===== config.mk =====
export PLATFORM = sky130hd
export DESIGN_NAME = crc8_bit_serializer_flat
export DESIGN_NICKNAME = d
export VERILOG_FILES = /design/src/rtl/crc8_bit_serializer_pkg.sv /design/src/rtl/crc8_bit_serializer_if.sv /design/src/rtl/crc8_bit_serializer_ser_shift8.sv /design/src/rtl/crc8_bit_serializer.sv /design/src/flat_wrapper.sv
export SDC_FILE = /design/constraint.sdc
export NUM_CORES = 1
export LEC_CHECK = 0
export CORE_MARGIN = 2
export CORE_UTILIZATION = 45
export CTS_CLUSTER_DIAMETER = 120
export DETAILED_ROUTE_END_ITERATION = 12
export DONT_BUFFER_PORTS = 1
export HOLD_SLACK_MARGIN = 0.05
export PLACE_DENSITY = 0.61
export SYNTH_ARGS = -nofsm -noshare
export SYNTH_HDL_FRONTEND = slang
export SYNTH_SLANG_ARGS = --single-unit

===== constraint.sdc =====
create_clock -name clk -period 2.1 [get_ports clk]
set_clock_uncertainty 0.05 [all_clocks]
set_input_delay 0.42 -clock clk [delete_from_list [all_inputs] [get_ports clk]]
set_output_delay 0.42 -clock clk [all_outputs]
set_load 0.03 [all_outputs]

===== src/rtl/crc8_bit_serializer_pkg.sv =====
// Shared types and constants for the CRC-8 bit serializer slice.
// The CRC constants describe the downstream serial CRC stage
// (x^8+x^5+x^4+1, preset 0xFF) so that models of that stage and of this
// feeder agree on one definition.
package crc8_ser_pkg;

  localparam int BYTE_W    = 8;
  localparam int BIT_IDX_W = 3;

  localparam logic [BYTE_W-1:0] CRC_POLY   = 8'h31;
  localparam logic [BYTE_W-1:0] CRC_PRESET = 8'hFF;

  typedef enum logic [1:0] {
    IDLE    = 2'd0,
    DATA    = 2'd1,
    CRC_CAP = 2'd2,
    CRC_TX  = 2'd3
  } ser_state_e;

endpackage


===== src/rtl/crc8_bit_serializer_if.sv =====
// Byte-level valid/ready handshake feeding the serializer.
// The master side supplies bytes; the slave side (the serializer) accepts them.
interface crc8_bit_serializer_if;
  import crc8_ser_pkg::*;

  logic [BYTE_W-1:0] in_data;
  logic              in_last;
  logic              in_valid;
  logic              in_ready;

  modport master (
    output in_data,
    output in_last,
    output in_valid,
    input  in_ready
  );

  modport slave (
    input  in_data,
    input  in_last,
    input  in_valid,
    output in_ready
  );

endinterface


===== src/rtl/crc8_bit_serializer_ser_shift8.sv =====
// 8-bit load/shift register with a 3-bit bit index.
// MSB_FIRST=1 presents bit 7 first and shifts left; MSB_FIRST=0 presents
// bit 0 first and shifts right. A load always restarts the index at 0.
// Used both for payload bytes and for the captured CRC byte.
module ser_shift8
  import crc8_ser_pkg::*;
#(
  parameter bit MSB_FIRST = 1'b1
) (
  input  logic                 clk,
  input  logic                 rst_n,
  input  logic                 load_i,
  input  logic                 shift_i,
  input  logic [BYTE_W-1:0]    data_i,
  output logic                 bit_o,
  output logic [BIT_IDX_W-1:0] idxNext_o,
  output logic                 idxLast_o
);

  logic [BYTE_W-1:0]    shReg_q, shReg_d;
  logic [BIT_IDX_W-1:0] idx_q, idx_d;

  // Next contents: load wins over shift, otherwise hold.
  always_comb begin
    shReg_d = shReg_q;
    idx_d   = idx_q;
    if (load_i) begin
      shReg_d = data_i;
      idx_d   = '0;
    end else if (shift_i) begin
      if (MSB_FIRST) begin
        shReg_d = {shReg_q[BYTE_W-2:0], 1'b0};
      end else begin
        shReg_d = {1'b0, shReg_q[BYTE_W-1:1]};
      end
      idx_d = idx_q + BIT_IDX_W'(1);
    end
  end

  // Register the shift contents and bit index.
  always_ff @(posedge clk or negedge rst_n) begin
    if (!rst_n) begin
      shReg_q <= '0;
      idx_q   <= '0;
    end else begin
      shReg_q <= shReg_d;
      idx_q   <= idx_d;
    end
  end

  assign bit_o     = MSB_FIRST ? shReg_q[BYTE_W-1] : shReg_q[0];
  assign idxNext_o = idx_d;
  assign idxLast_o = (idx_q == '1);

endmodule


===== src/rtl/crc8_bit_serializer.sv =====
// Byte-to-bit feeder for the serial CRC-8 stage.
// Accepts bytes over valid/ready, drives one bit per clock to the CRC stage
// and mirrors it onto the serial line, captures the CRC at end of frame.
// Build option: define CRC_APPEND_EN to shift the captured CRC byte onto the
// line after the payload; left undefined, the line carries payload only.
module crc8_bit_serializer
  import crc8_ser_pkg::*;
#(
  parameter bit MSB_FIRST = 1'b1
) (
  input  logic                     clk,
  input  logic                     rst_n,
  crc8_bit_serializer_if.slave     in_if,
  output logic                     crc_bit,
  output logic                     crc_init,
  input  logic [BYTE_W-1:0]        crc_in,
  output logic                     line_bit,
  output logic                     line_valid,
  output logic [BYTE_W-1:0]        crc_out,
  output logic                     frame_done,
  output logic                     underrun
);

  ser_state_e           state_q, state_d;
  logic                 last_q, last_d;
  logic                 inReady_q, inReady_d;
  logic                 crcInit_q, crcInit_d;
  logic                 lineValid_q, lineValid_d;
  logic                 dataPhase_q, dataPhase_d;
  logic                 frameDone_q, frameDone_d;
  logic                 underrun_q, underrun_d;
  logic [BYTE_W-1:0]    crcOut_q, crcOut_d;

  logic                 handshake;
  logic                 shLoad;
  logic                 shShift;
  logic [BYTE_W-1:0]    shData;
  logic                 shBit;
  logic [BIT_IDX_W-1:0] shIdxNext;
  logic                 shIdxLast;

  assign handshake = in_if.in_valid & inReady_q;

  ser_shift8 #(
    .MSB_FIRST (MSB_FIRST)
  ) u_shift (
    .clk       (clk),
    .rst_n     (rst_n),
    .load_i    (shLoad),
    .shift_i   (shShift),
    .data_i    (shData),
    .bit_o     (shBit),
    .idxNext_o (shIdxNext),
    .idxLast_o (shIdxLast)
  );

  // Next-state logic: frame sequencing, shift control and end-of-frame pulses.
  always_comb begin
    state_d     = state_q;
    last_d      = last_q;
    crcOut_d    = crcOut_q;
    frameDone_d = 1'b0;
    underrun_d  = 1'b0;
    shLoad      = 1'b0;
    shShift     = 1'b0;
    shData      = in_if.in_data;

    case (state_q)
      IDLE: begin
        if (handshake) begin
          state_d = DATA;
          shLoad  = 1'b1;
          last_d  = in_if.in_last;
        end
      end

      DATA: begin
        if (!shIdxLast) begin
          shShift = 1'b1;
        end else if (last_q) begin
          state_d = CRC_CAP;
        end else if (handshake) begin
          // Back-to-back byte: reload without a bubble on the line.
          shLoad = 1'b1;
          last_d = in_if.in_last;
        end else begin
          state_d    = IDLE;
          underrun_d = 1'b1;
        end
      end

      CRC_CAP: begin
        // The CRC stage has absorbed the final data bit by now.
        crcOut_d = crc_in;
        shLoad   = 1'b1;
        shData   = crc_in;
`ifdef CRC_APPEND_EN
        state_d  = CRC_TX;
`else
        state_d     = IDLE;
        frameDone_d = 1'b1;
`endif
      end

`ifdef CRC_APPEND_EN
      CRC_TX: begin
        if (!shIdxLast) begin
          shShift = 1'b1;
        end else begin
          state_d     = IDLE;
          frameDone_d = 1'b1;
        end
      end
`endif

      default: begin
        state_d = IDLE;
      end
    endcase
  end

  // Output decode from the upcoming state so every output comes from a flop.
  always_comb begin
    inReady_d   = (state_d == IDLE) ||
                  ((state_d == DATA) && (shIdxNext == '1) && !last_d);
    crcInit_d   = (state_d != DATA);
    lineValid_d = (state_d == DATA) || (state_d == CRC_TX);
    dataPhase_d = (state_d == DATA);
  end

  // FSM state, latched last flag, captured CRC and registered outputs.
  always_ff @(posedge clk or negedge rst_n) begin
    if (!rst_n) begin
      state_q     <= IDLE;
      last_q      <= 1'b0;
      inReady_q   <= 1'b0;
      crcInit_q   <= 1'b1;
      lineValid_q <= 1'b0;
      dataPhase_q <= 1'b0;
      frameDone_q <= 1'b0;
      underrun_q  <= 1'b0;
      crcOut_q    <= '0;
    end else begin
      state_q     <= state_d;
      last_q      <= last_d;
      inReady_q   <= inReady_d;
      crcInit_q   <= crcInit_d;
      lineValid_q <= lineValid_d;
      dataPhase_q <= dataPhase_d;
      frameDone_q <= frameDone_d;
      underrun_q  <= underrun_d;
      crcOut_q    <= crcOut_d;
    end
  end

  assign in_if.in_ready = inReady_q;
  assign crc_init       = crcInit_q;
  assign line_valid     = lineValid_q;
  assign line_bit       = shBit & lineValid_q;
  assign crc_bit        = shBit & dataPhase_q;
  assign crc_out        = crcOut_q;
  assign frame_done     = frameDone_q;
  assign underrun       = underrun_q;

endmodule

===== src/flat_wrapper.sv =====
// flat-port wrapper written by rule: the top's interface ports become plain ports
module crc8_bit_serializer_flat import crc8_ser_pkg::*;
#(
  parameter bit MSB_FIRST = 1'b1
)
  (clk, rst_n, crc_bit, crc_init, crc_in, line_bit, line_valid, crc_out, frame_done, underrun, in_if_in_data, in_if_in_last, in_if_in_valid, in_if_in_ready);
  crc8_bit_serializer_if in_if_i ();
  input  logic clk;
  input  logic rst_n;
  output logic crc_bit;
  output logic crc_init;
  input  logic [BYTE_W-1:0] crc_in;
  output logic line_bit;
  output logic line_valid;
  output logic [BYTE_W-1:0] crc_out;
  output logic frame_done;
  output logic underrun;
  input wire logic [$bits(in_if_i.in_data)-1:0] in_if_in_data;
  input wire logic [$bits(in_if_i.in_last)-1:0] in_if_in_last;
  input wire logic [$bits(in_if_i.in_valid)-1:0] in_if_in_valid;
  output wire logic [$bits(in_if_i.in_ready)-1:0] in_if_in_ready;
  assign in_if_i.in_data = in_if_in_data;
  assign in_if_i.in_last = in_if_in_last;
  assign in_if_i.in_valid = in_if_in_valid;
  assign in_if_in_ready = in_if_i.in_ready;
  crc8_bit_serializer #(.MSB_FIRST(MSB_FIRST)) u_core (.clk(clk), .rst_n(rst_n), .in_if(in_if_i), .crc_bit(crc_bit), .crc_init(crc_init), .crc_in(crc_in), .line_bit(line_bit), .line_valid(line_valid), .crc_out(crc_out), .frame_done(frame_done), .underrun(underrun));
endmodule

* Yosys cells after proc, flatten, opt, wreduce, memory -nomap -nowiden
Cells that the tools add are included. Widths: inputs -> output; s select.
Operators by class: $add $sub $neg 1, bitwise logic cells 3, reductions and logical operators 8, multiplexer cells 26, equal/unequal tests 7
Operators by type and width (count):
- $mux 8 | 3
- $mux 1 | 14
- $mux 2 | 4
- $eq 3x3->1 const B | 2
- $mux 3 | 2
- $eq 2x1->1 const B | 2
- $eq 2x2->1 const B | 2
- $logic_not 2->1 | 2
- $pmux 2 s2 | 1
- $add 3x1->3 const B | 1
- $and 1x1->1 | 3
- $pmux 1 s3 | 1
- $logic_and 1x1->1 | 2
- $logic_or 1x1->1 | 2
- $ne 2x1->1 const B | 1
- $pmux 1 s2 | 1
- $reduce_bool 2->1 | 1
- $logic_not 1->1 | 1
Word-level totals: bits of input ports 20, bits in registers 28, output and inout bits 15, word-level logic and storage cells 56

* Depth between registers and ports, before layout
word-level depth 10, depth in mapped cells 7, depth with buffers taken out 6

* Hierarchy
Synthesis repeated with hierarchy kept, for this count alone.
Second synthesis, totals: cells, all modules 134, area total of the unflattened synthesis 1286.2 sq um
Modules (own cells, without submodules):
- crc8_bit_serializer | area each 775.7 sq um, seq. area each 426.7 sq um, instances 1, cells an instance 88
- ser_shift8 | area each 510.5 sq um, seq. area each 275.3 sq um, instances 1, cells an instance 46

* Worst setup path before layout
No wires, ideal clock.
path type register to register, start point reg u_core.u_shift.idx_q[0], end point reg u_core.u_shift.shReg_q[1], setup time 0.127 ns, cell stages (with the launch flop) 8, clock period less this slack 1.884 ns, path buffers 1, arrival time 1.707 ns, path slack 0.216 ns, required time 1.923 ns, cell sequence dfrtp_1 -> ha_1 -> ha_1 -> or3b_1 -> buf_6 -> and2_1 -> a211oi_1 -> a21oi_1
On the way: word-level cells in the longest chain between the ends 4, elaborated cells on any way between the ends 7, those cells by class 1 x eq/ne; 5 x mux; 1 x reduce/logical
RTL lines:
- from (decl) | line crc8_bit_serializer_ser_shift8.sv:21 | logic [BIT_IDX_W-1:0] idx_q, idx_d;
- from (signal assigned) | line crc8_bit_serializer_ser_shift8.sv:47 | idx_q <= idx_d;
- $eq 3x3->1 * | line crc8_bit_serializer_ser_shift8.sv:53 | assign idxLast_o = (idx_q == '1);
- $mux 1 | line crc8_bit_serializer.sv:78 | if (!shIdxLast) begin
- $pmux 1 s3 / $mux 1 (equally long branches) | line crc8_bit_serializer.sv:68 | case (state_q)
- $mux 8 / $reduce_bool 2->1 (equally long branches)
- to (signal assigned) | line crc8_bit_serializer_ser_shift8.sv:46 | shReg_q <= shReg_d;
- to (decl) | line crc8_bit_serializer_ser_shift8.sv:20 | logic [BYTE_W-1:0] shReg_q, shReg_d;
Every way passes the cells marked *; elsewhere a longest branch is shown, timed or not. A chain may end at the register's enable or synchronous reset.

* Worst setup path after layout
start point reg u_core.u_shift.idx_q[0], end point reg u_core.u_shift.shReg_q[7]
Same word-level chain as after synthesis.

==> flow_metrics.env <==
export IMPL_min_from="crc_in[0]"
export IMPL_netlist_instances=108
export IMPL_wl_met3_um=107
export IMPL_dp_hpwl_mm=1.49
export IMPL_drv_slew=0
export IMPL_yosys_warnings=0
export IMPL_drv_cap=0
export IMPL_first_global_vias=812
export IMPL_synthDominantAreaCellType="dfrtp_1"
export IMPL_hp_class="in -> reg"
export IMPL_drive_gt1_share_pct=22.5
export IMPL_drtAntennaViolNets=0
export IMPL_whs_endpoint="u_core.crc_out[0]$_DFFE_PN0P_"
export IMPL_routed_wl_mm=2.11
export IMPL_antenna_cells=0
export IMPL_syn2layout_area_growth_pct=7.05
export IMPL_grt_pass1_wl_mm=3.35
export IMPL_grt_usage_pct=12.7
export IMPL_rsz0062_at_grt="no"
export IMPL_crit_path_end_kind="flip-flop"
export IMPL_fin_nets=134
export IMPL_synth_async_sr_flop_share_pct=100
export IMPL_grt_max_degree=29
export IMPL_cpMaxStageDelayCell="dfrtp_1"
export IMPL_synth_area_leaders="dfrtp_1, mux2i_1, mux2_2, a21oi_1, and2_1"
export IMPL_arrival_ps=2160
export IMPL_std_cell_rows=19
export IMPL_avgSynthCellArea_um2=12.3
export IMPL_hold_viol_final=0
export IMPL_place_port_buffers=0
export IMPL_maxUsedRoutingLayer="met4"
export IMPL_register_area_um2=702
export IMPL_holdPathStages=1
export IMPL_synth_common_cells="dfrtp_1, a21oi_1, and2_1, mux2i_1, mux2_2"
export IMPL_clkPwrFrac_pct=16.9
export IMPL_yosysMostFrequentCell="dfrtp_1"
export IMPL_comb_power_share_pct=33.3
export IMPL_worst_pin_slew_ps=356
export IMPL_fin_hold_ws_ps=174
export IMPL_synth_top_cell_area_share_pct=50.8
export IMPL_cts_inserted_buffers=3
export IMPL_reg2reg_depth=7
export IMPL_max_freq_mhz=513
export IMPL_slew_headroom_pct=76.3
export IMPL_internal_power_w=0.00127
export IMPL_syn_num_nets=130
export IMPL_finalCriticalPeriod_ps=1950
export IMPL_start_util_pct=47.9
export IMPL_seq_area_frac_synth_pct=52.7
export IMPL_dr_total_vias=814
export IMPL_grt_overflow=0
export IMPL_core_area_mm2=0.00278
export IMPL_insertion_delay_ps=330
export IMPL_syn_area_mm2=0.00133
export IMPL_timing_rr_end="u_core.u_shift.shReg_q[7]$_DFFE_PN0P_"
export IMPL_critical_path_max_fanout=16
export IMPL_ios=35
export IMPL_crit_type="reg -> reg"
export IMPL_root_buffer="clkbuf_4"
export IMPL_fill_cells=256
export IMPL_p_per_area_mw_per_mm2=1450
export IMPL_critical_path_max_stage_delay_ps=430
export IMPL_fin_crit_sh_pct=92.8
export IMPL_leakage_nw=0.626
export IMPL_yosysUniqueCellTypes=32
export IMPL_grt_antenna_before_repair=0
export IMPL_regToRegSetupSlack_ps=150
export IMPL_ys_ff_latch=28
export IMPL_cts_tree="done"
export IMPL_ir_drop_uv=950
export IMPL_p_switching_w=0.000805
export IMPL_drt_iter0_markers=10
export IMPL_dr_pass1_iters=4
export IMPL_die_area_mm2=0.00341
export IMPL_clkSlewWorstSetupHoldPaths_ps=160
export IMPL_crit_path_start_kind="flip-flop"
export IMPL_die_y_um=58.4
export IMPL_via_per_inst=5.73
export IMPL_multi_input_area_um2=576
export IMPL_clock_path_buffers=2
export IMPL_synth_edf_count=0
export IMPL_status="finished clean"
export IMPL_met1Wirelength_um=950
export IMPL_gp_congestion=0.716
export IMPL_cp_data_required_time_ps=2310
export IMPL_crit_chain="ha_1 > ha_2 > or3b_4 > a21oi_4 > buf_4 > a211oi_1 > a21oi_1"
export IMPL_totalNegativeSetupSlack_ps=0
export IMPL_synth_flop_cell="dfrtp_1"
export IMPL_setup_viol=0
export IMPL_timing_rr_start="u_core.u_shift.idx_q[0]$_DFF_PN0_"
export IMPL_route_met2_wl_mm=1.03
export IMPL_wl_per_cell_um=14.8
export IMPL_die_x_um=58.4
export IMPL_htreeDepth=1
export IMPL_swShare_pct=38.9
export IMPL_clock_sinks=28
export IMPL_drc_errors=0
export IMPL_seqPwrFrac_pct=49.8
==> cell usage in the layout, fill, tap and decap left out, types with 3 or more instances in the layout <==
cell,synthesis,routed
mux2_2,8,8
dfrtp_1,27,27
mux2i_1,9,9
a21oi_1,13,13
a211oi_1,7,7
clkbuf_4,0,3
nand2_1,4,4
buf_4,1,3
and2_1,9,9
==> what timing repair did <==
| item | 4_1_cts | 5_1_grt |
|---|---|---|
| setup buffers | 0 | 0 |
| resized for setup | 0 | 2 |
| endpoints found under the setup margin | 0 | 9 |
| hold buffers | 2 | 0 |
| endpoints found under the hold margin | 28 | 0 |
==> worst max path at each step <==
| stage | start | endpoint | cells past startpoint |
|---|---|---|---|
| global placement | u_core.u_shift.idx_q[0]$_DFF_PN0_ | u_core.u_shift.shReg_q[1]$_DFFE_PN0P_ | 6 |
| global route | u_core.u_shift.idx_q[0]$_DFF_PN0_ | u_core.u_shift.shReg_q[7]$_DFFE_PN0P_ | 7 |
| finish | u_core.u_shift.idx_q[0]$_DFF_PN0_ | u_core.u_shift.shReg_q[7]$_DFFE_PN0P_ | 7 |
| floorplan | u_core.u_shift.idx_q[0]$_DFF_PN0_ | u_core.u_shift.shReg_q[1]$_DFFE_PN0P_ | 7 |
| CTS | u_core.u_shift.idx_q[0]$_DFF_PN0_ | u_core.u_shift.shReg_q[7]$_DFFE_PN0P_ | 6 |
| detailed placement | u_core.u_shift.idx_q[0]$_DFF_PN0_ | u_core.u_shift.shReg_q[7]$_DFFE_PN0P_ | 6 |
==> layer usage <==
| metal | GRT usage, % | up-vias |
|---|---|---|
| met5 | 0 | - |
| met4 | 5.98 | 0 |
| met3 | 1.98 | 2 |
| met2 | 20.7 | 20 |
| met1 | 16.6 | 401 |
| li1 | - | 391 |
==> power by group through the flow <==
stage	registers, W	logic [W]	clock network, W
finish	0.00103	0.000690	0.000350
global route	0.00106	0.000783	0.000378
CTS	0.00103	0.000687	0.000365
detailed placement	0.00104	0.000670	0
global placement	0.00104	0.000657	0
floorplan	0.000989	0.000627	0
==> cell type report <==
type,count,share of cell area (%)
flip-flops and latches,28,49.3
multi-input cells,73,40.4
repair buffers,5,3.69
well taps,31,2.72
clock inverters,1,2.11
clock buffers,3,1.58
inverters,1,0.263
==> worst max-delay path, delay by kind of cell (launching register included) <==
| kind | cells | cell delay, ps |
|---|---|---|
| buf+inv | 1 | 230 |
| compound gates | 3 | 370 |
| simple gates | 1 | 410 |
| flops | 1 | 430 |
| fa+ha+maj | 2 | 400 |
==> state kept, by name (all words and copies together) (netlist names) <==
register	count
u_core.dataPhase_q	1
u_core.in_if.in_ready	1
u_core.u_shift.shReg_q	8
u_core.line_valid	1
u_core.u_shift.idx_q	3
u_core.state_q	2
u_core.last_q	1
u_core.underrun	1
u_core.crc_init	1
u_core.frame_done	1
u_core.crc_out	8
==> logic make-up (layout without fill, tap and decap cells) <==
| group | after synthesis | in the layout | synth area share (%) |
|---|---|---|---|
| xor+xnor | 1 | 1 | 0.658 |
| buf+inv | 7 | 10 | 4.60 |
| compound gates | 26 | 26 | 13.0 |
| simple gates | 27 | 27 | 13.6 |
| flops | 28 | 28 | 52.7 |
| fa+ha+maj | 2 | 2 | 1.88 |
| mux | 17 | 17 | 13.5 |
==> per-stage QoR <==
step	util (%)	power (W)	setup slack [ps]	std cells	cell area, µm²
after floorplan	-	0.00162	216	108	1330
after global placement	48.1	0.00170	101	136	1340
after detailed placement	48.1	0.00171	47.5	136	1340
after CTS	51.1	0.00209	34.8	142	1420
after global routing	51.2	0.00222	6.20	142	1430
final	51.2	0.00207	151	142	1430
(Power assumes the default switching activity.)
